--- config.mk ---
export PLATFORM = sky130hd
export DESIGN_NAME = serial_subtractor
export DESIGN_NICKNAME = d
export VERILOG_FILES = /design/src/rtl/serial_subtractor.sv
export SDC_FILE = /design/constraint.sdc
export NUM_CORES = 1
export LEC_CHECK = 0
export CAP_MARGIN = 20
export CELL_PAD_IN_SITES_DETAIL_PLACEMENT = 0
export CELL_PAD_IN_SITES_GLOBAL_PLACEMENT = 1
export CORE_MARGIN = 1
export CORE_UTILIZATION = 35
export CTS_CLUSTER_DIAMETER = 60
export DETAILED_ROUTE_END_ITERATION = 12
export GPL_TIMING_DRIVEN = 0
export PLACE_DENSITY = 0.86
export SLEW_MARGIN = 25
export SYNTH_ARGS = -nofsm -noshare
export SYNTH_HDL_FRONTEND = slang
export SYNTH_SLANG_ARGS = --single-unit
--- constraint.sdc ---
create_clock -name i_clk -period 2.16 [get_ports i_clk]
set_input_delay 0.324 -clock i_clk [delete_from_list [all_inputs] [get_ports i_clk]]
set_output_delay 0.324 -clock i_clk [all_outputs]
set_load 0.01 [all_outputs]
--- src/rtl/serial_subtractor.sv ---
// Bit-serial two's-complement subtractor: diff = a_in - b_in, LSB first.
// A two-state Mealy borrow machine (p_state) carries the borrow between
// bits. A start/done handshake frames each D_WIDTH-cycle operation.
module serial_subtractor #(
  parameter int D_WIDTH = 8,
  parameter int C_WIDTH = 4
) (
  input  logic               i_clk,
  input  logic               reset,
  input  logic               start,
  input  logic [D_WIDTH-1:0] a_in,
  input  logic [D_WIDTH-1:0] b_in,
  output logic               busy,
  output logic               done,
  output logic [D_WIDTH-1:0] diff,
  output logic               borrow_out,
  output logic               ovf_out,
  output logic               p_state,
  output logic [C_WIDTH-1:0] count_out
);

  typedef enum logic [1:0] {
    ST_IDLE = 2'd0,
    ST_RUN  = 2'd1,
    ST_DONE = 2'd2
  } state_t;

  // Difference bit of a full subtractor.
  function automatic logic sub_bit(input logic a, input logic b, input logic s);
    return a ^ b ^ s;
  endfunction

  // Borrow produced by a full subtractor: next Mealy borrow state.
  function automatic logic sub_borrow(input logic a, input logic b, input logic s);
    return (~a & b) | (~(a ^ b) & s);
  endfunction

  localparam logic [C_WIDTH-1:0] LAST_CNT = C_WIDTH'(D_WIDTH - 1);

  state_t             state_q, state_d;
  logic [D_WIDTH-1:0] a_sr_q, a_sr_d;
  logic [D_WIDTH-1:0] b_sr_q, b_sr_d;
  logic [D_WIDTH-1:0] diff_q, diff_d;
  logic [C_WIDTH-1:0] count_q, count_d;
  logic               p_state_q, p_state_d;
  logic               borrow_q, borrow_d;
  logic               ovf_q, ovf_d;
  logic               busy_q, busy_d;
  logic               done_q, done_d;

  logic bit_a_s, bit_b_s, bit_d_s, next_s_s;

  assign bit_a_s  = a_sr_q[0];
  assign bit_b_s  = b_sr_q[0];
  assign bit_d_s  = sub_bit(bit_a_s, bit_b_s, p_state_q);
  assign next_s_s = sub_borrow(bit_a_s, bit_b_s, p_state_q);

  // Control FSM next state, datapath updates and registered-output values.
  always_comb begin
    state_d   = state_q;
    a_sr_d    = a_sr_q;
    b_sr_d    = b_sr_q;
    diff_d    = diff_q;
    count_d   = count_q;
    p_state_d = p_state_q;
    borrow_d  = borrow_q;
    ovf_d     = ovf_q;
    busy_d    = 1'b0;
    done_d    = 1'b0;
    case (state_q)
      ST_IDLE: begin
        if (start) begin
          a_sr_d    = a_in;
          b_sr_d    = b_in;
          diff_d    = {D_WIDTH{1'b0}};
          p_state_d = 1'b0;
          count_d   = {C_WIDTH{1'b0}};
          busy_d    = 1'b1;
          state_d   = ST_RUN;
        end else begin
          busy_d  = 1'b0;
          state_d = ST_IDLE;
        end
      end
      ST_RUN: begin
        busy_d    = 1'b1;
        diff_d    = {bit_d_s, diff_q[D_WIDTH-1:1]};
        a_sr_d    = {1'b0, a_sr_q[D_WIDTH-1:1]};
        b_sr_d    = {1'b0, b_sr_q[D_WIDTH-1:1]};
        p_state_d = next_s_s;
        if (count_q == LAST_CNT) begin
          // On the last bit a/b are the operand MSBs and d is the result MSB.
          count_d  = {C_WIDTH{1'b0}};
          borrow_d = next_s_s;
          ovf_d    = (bit_a_s ^ bit_b_s) & (bit_a_s ^ bit_d_s);
          done_d   = 1'b1;
          state_d  = ST_DONE;
        end else begin
          count_d = count_q + C_WIDTH'(1);
          state_d = ST_RUN;
        end
      end
      ST_DONE: begin
        busy_d  = 1'b0;
        state_d = ST_IDLE;
      end
      default: begin
        busy_d  = 1'b0;
        state_d = ST_IDLE;
      end
    endcase
  end

  // State and datapath registers with synchronous reset.
  always_ff @(posedge i_clk) begin
    if (reset) begin
      state_q   <= ST_IDLE;
      a_sr_q    <= {D_WIDTH{1'b0}};
      b_sr_q    <= {D_WIDTH{1'b0}};
      diff_q    <= {D_WIDTH{1'b0}};
      count_q   <= {C_WIDTH{1'b0}};
      p_state_q <= 1'b0;
      borrow_q  <= 1'b0;
      ovf_q     <= 1'b0;
      busy_q    <= 1'b0;
      done_q    <= 1'b0;
    end else begin
      state_q   <= state_d;
      a_sr_q    <= a_sr_d;
      b_sr_q    <= b_sr_d;
      diff_q    <= diff_d;
      count_q   <= count_d;
      p_state_q <= p_state_d;
      borrow_q  <= borrow_d;
      ovf_q     <= ovf_d;
      busy_q    <= busy_d;
      done_q    <= done_d;
    end
  end

  assign busy       = busy_q;
  assign done       = done_q;
  assign diff       = diff_q;
  assign borrow_out = borrow_q;
  assign ovf_out    = ovf_q;
  assign p_state    = p_state_q;
  assign count_out  = count_q;

endmodule

==> impl_metrics.csv <==
group,metric,value,unit
outcome,status,"completed",
timing,layout_min_cycle_time,1729,ps
power,powerDensity,764.2,nW/µm²
logic_synthesis,synth_most_common_cell,"dfxtp_1",
min_path,min_path_type,"in2reg",
logic_synthesis,synth_top_area_share,48.74,%
logic_synthesis,yosys_warnings,0,
global_route,gr-usage-met1,21.59,%
floorplanning,die_h,66.09,µm
global_route,grt_max_degree,12,
power,power_leakage,0.7624,nW
global_route,grt-ovfl-total,0,
placed_design,place_hpwl,2374,µm
critical_path,cp.arrival,1950,ps
timing,finClkSkew,4.923,ps
logic_synthesis,yosysTopAreaCell,"dfxtp_1",
floorplanning,die-area,4368,µm²
global_route,antenna_found_initial,0,
floorplanning,rows,22,
layout,layout-drive-gt1-share,9.223,%
clock_tree,clk_pin_slew_worst_paths,70,ps
critical_path,cpPeakStageDelay,530,ps
logic_synthesis,synth_area,1438,µm²
power,ir_drop,0.3400,mV
logic_synthesis,synth_edf_count,0,
logic_synthesis,synthTopCellsByCount,"35 x dfxtp_1, 30 x nand2_1, 28 x nor2_1",
timing,grt_setup_unrepaired,"false",
clock_tree,clockRootBuffer,"clkbuf_8",
timing,tightestPinTransition,510.7,ps
global_route,grt_usage,16.76,%
placed_design,portBuffers,34,
logic_synthesis,synthCells,164,
clock_tree,clk_path_buf_depth,2,
routing,firstDrtPassIters,4,
critical_path,crit_slowest_cell,"fa_1",
floorplanning,pin_count,36,
timing,setup_tns,0,ps
clock_tree,cts_num_sinks,35,
critical_path,critPathBufInv,1,
logic_synthesis,yosysUniqueCellTypes,28,
global_route,met3_usage,4.138,%
layout,layout.nets,227,
routing,drc_errors,0,
timing,maxSlewHeadroom,65.88,%
critical_path,critical_path_class,"reg2reg",
global_route,grt_pass1_wl,5478,µm
routing,vias_per_cell,5.193,
timing,clock.fmax,0.5784,GHz
clock_tree,htreeDepth,2,
logic_synthesis,synth.avg_cell_area,8.766,µm²
critical_path,cp-end-kind,"flop",
floorplanning,coreArea,3799,µm²
critical_path,crit_required,2380,ps
clock_tree,ctsResizeCount,0,
clock_tree,insertion_delay,290,ps
clock_tree,hold_buffers,0,
timing,setup_violations,0,
layout,synthToLayoutAreaGrowth,36.03,%
timing,drv_slew,0,
critical_path,startpoint_type,"flop",
timing,hold_viol,0,
critical_path,cp_max_fo,3,
routing,vias,1319,
logic_synthesis,ys_seq_elements,35,
routing,routed_wl,3267,µm
critical_path,critical-path-top-delay-family,"adder cells",
floorplanning,start_util,37.85,%
layout,antennaDiodeCount,0,
routing,drtAntennaViolNets,0,
timing,period_share,80.04,%
clock_tree,cts_buffers,5,
global_route,grt_pass1_vias,1212,
logic_synthesis,ys_seq_area_share,48.74,%
routing,first_iter_violations,48,
critical_path,path_cells,"inv_1 > fa_1 > xnor2_1 > or4_1 > a21oi_1",
global_route,met2_usage,25.89,%
logic_synthesis,synth.area.top_cells,"dfxtp_1 49%, a311oi_1 8.5%, nand2_1 7.8%",
logic_synthesis,synth_ff_type,"dfxtp_1",
layout,fin_util,51.48,%
clock_tree,cts_setup_buffers,0,
logic_synthesis,synth_fp_nets,186,
routing,avgRoutedWirePerCell,12.86,µm
global_route,top_usage_layer,"met2",
floorplanning,die_w,66.09,µm
placed_design,routabilityCongestion,0.7458,
run,cap_violations,0,
clock_tree,cts_tree,"done",
logic_synthesis,synthArstFlopShare,0,%
[area by class of cell]
class | count | area, µm²
fillers | 356 | 1843
flip-flops and latches | 35 | 700.7
multi-input cells | 113 | 655.6
repair buffers | 34 | 340.3
clock buffers | 6 | 82.58
plain buffers | 13 | 70.07
well taps | 48 | 60.06
clock inverters | 2 | 35.03
inverters | 3 | 11.26
[worst paths after layout]
kind | startpoint | end | slack [ps] | depth (start not counted)
max | p_state$_SDFFE_PP0P_ | ovf_out$_SDFFE_PP0P_ | 430 | 5
min | reset | b_sr_q[6]$_SDFFE_PP0P_ | 420 | 2
max reg2reg | p_state$_SDFFE_PP0P_ | ovf_out$_SDFFE_PP0P_ | 430 | 5
min reg2reg | b_sr_q[2]$_SDFFE_PP0P_ | b_sr_q[1]$_SDFFE_PP0P_ | 480 | 2
[sequential cells by signal, indices dropped and copies added, names as in the netlist]
signal,count
ovf_out,1
diff,8
busy,1
a_sr_q,8
p_state,1
borrow_out,1
state_q,2
count_out,4
b_sr_q,8
done,1
[power by group]
part	total, W	switching [W]	internal, W	leakage, nW
combinational	0.000191	0.0000982	0.0000926	0.415
sequential	0.000702	0.0000223	0.000679	0.287
clock	0.000602	0.000229	0.000373	0.0612
total	0.00149	0.000350	0.00114	0.762
[metrics by stage]
step                total power, W  worst slack, ps  instance area, µm²  cells  hold WS (ps)
floorplan                0.0008291            503.0                1438    164         455.2
global placement         0.0009009            368.3                1838    246         460.3
detailed placement       0.0009076            291.6                1838    246         471.0
CTS                       0.001513            420.9                1956    254         403.9
global route              0.001567            350.1                1956    254         480.2
finish                    0.001495            431.2                1956    254         422.5
[worst reg2reg max path: stages (launching register included)]
cell and delay (ps):
dfxtp_1 360, inv_1 70, fa_1 530, xnor2_1 140
or4_1 400, a21oi_1 140
[cell usage in the layout (no fill, tap or decap)]
cell type         n
dfxtp_1          35
clkdlybuf4s50_1  34
nand2_1          30
nor2_1           28
a311oi_1         14
a22oi_1          11
clkbuf_8          6
buf_2             5
a21oi_1           5
buf_4             4
clkbuf_1          4
inv_1             3
o21ai_0           3
nor3_1            2
nor3b_1           2
nand3_1           2
nand3b_1          2
ha_1              2
o21ba_2           1
nor2b_1           1
nand2b_1          1
nand3b_4          1
o21bai_1          1
or4b_1            1
a31oi_1           1
a2bb2oi_1         1
or3_1             1
xnor2_1           1
or4_1             1
fa_1              1
bufinv_16         1
clkinv_2          1
[per-layer routing]
| layer | routed length, µm | share of wire, % | vias up |
|---|---|---|---|
| li1 | - | - | 655 |
| met2 | 1548 | 47 | 25 |
| met1 | 1538 | 47 | 632 |
| met5 | 0 | 0 | - |
| met3 | 113 | 3.5 | 7 |
| met4 | 66 | 2.0 | 0 |
[cell families after synthesis]
family | share of synthesized area [%]
simple gates | 22.54
fa+ha+maj | 3.133
xor+xnor | 0.6093
buf+inv | 5.657
flops | 48.74
compound gates | 19.32
Note: power is estimated with default switching activity, not from simulation.
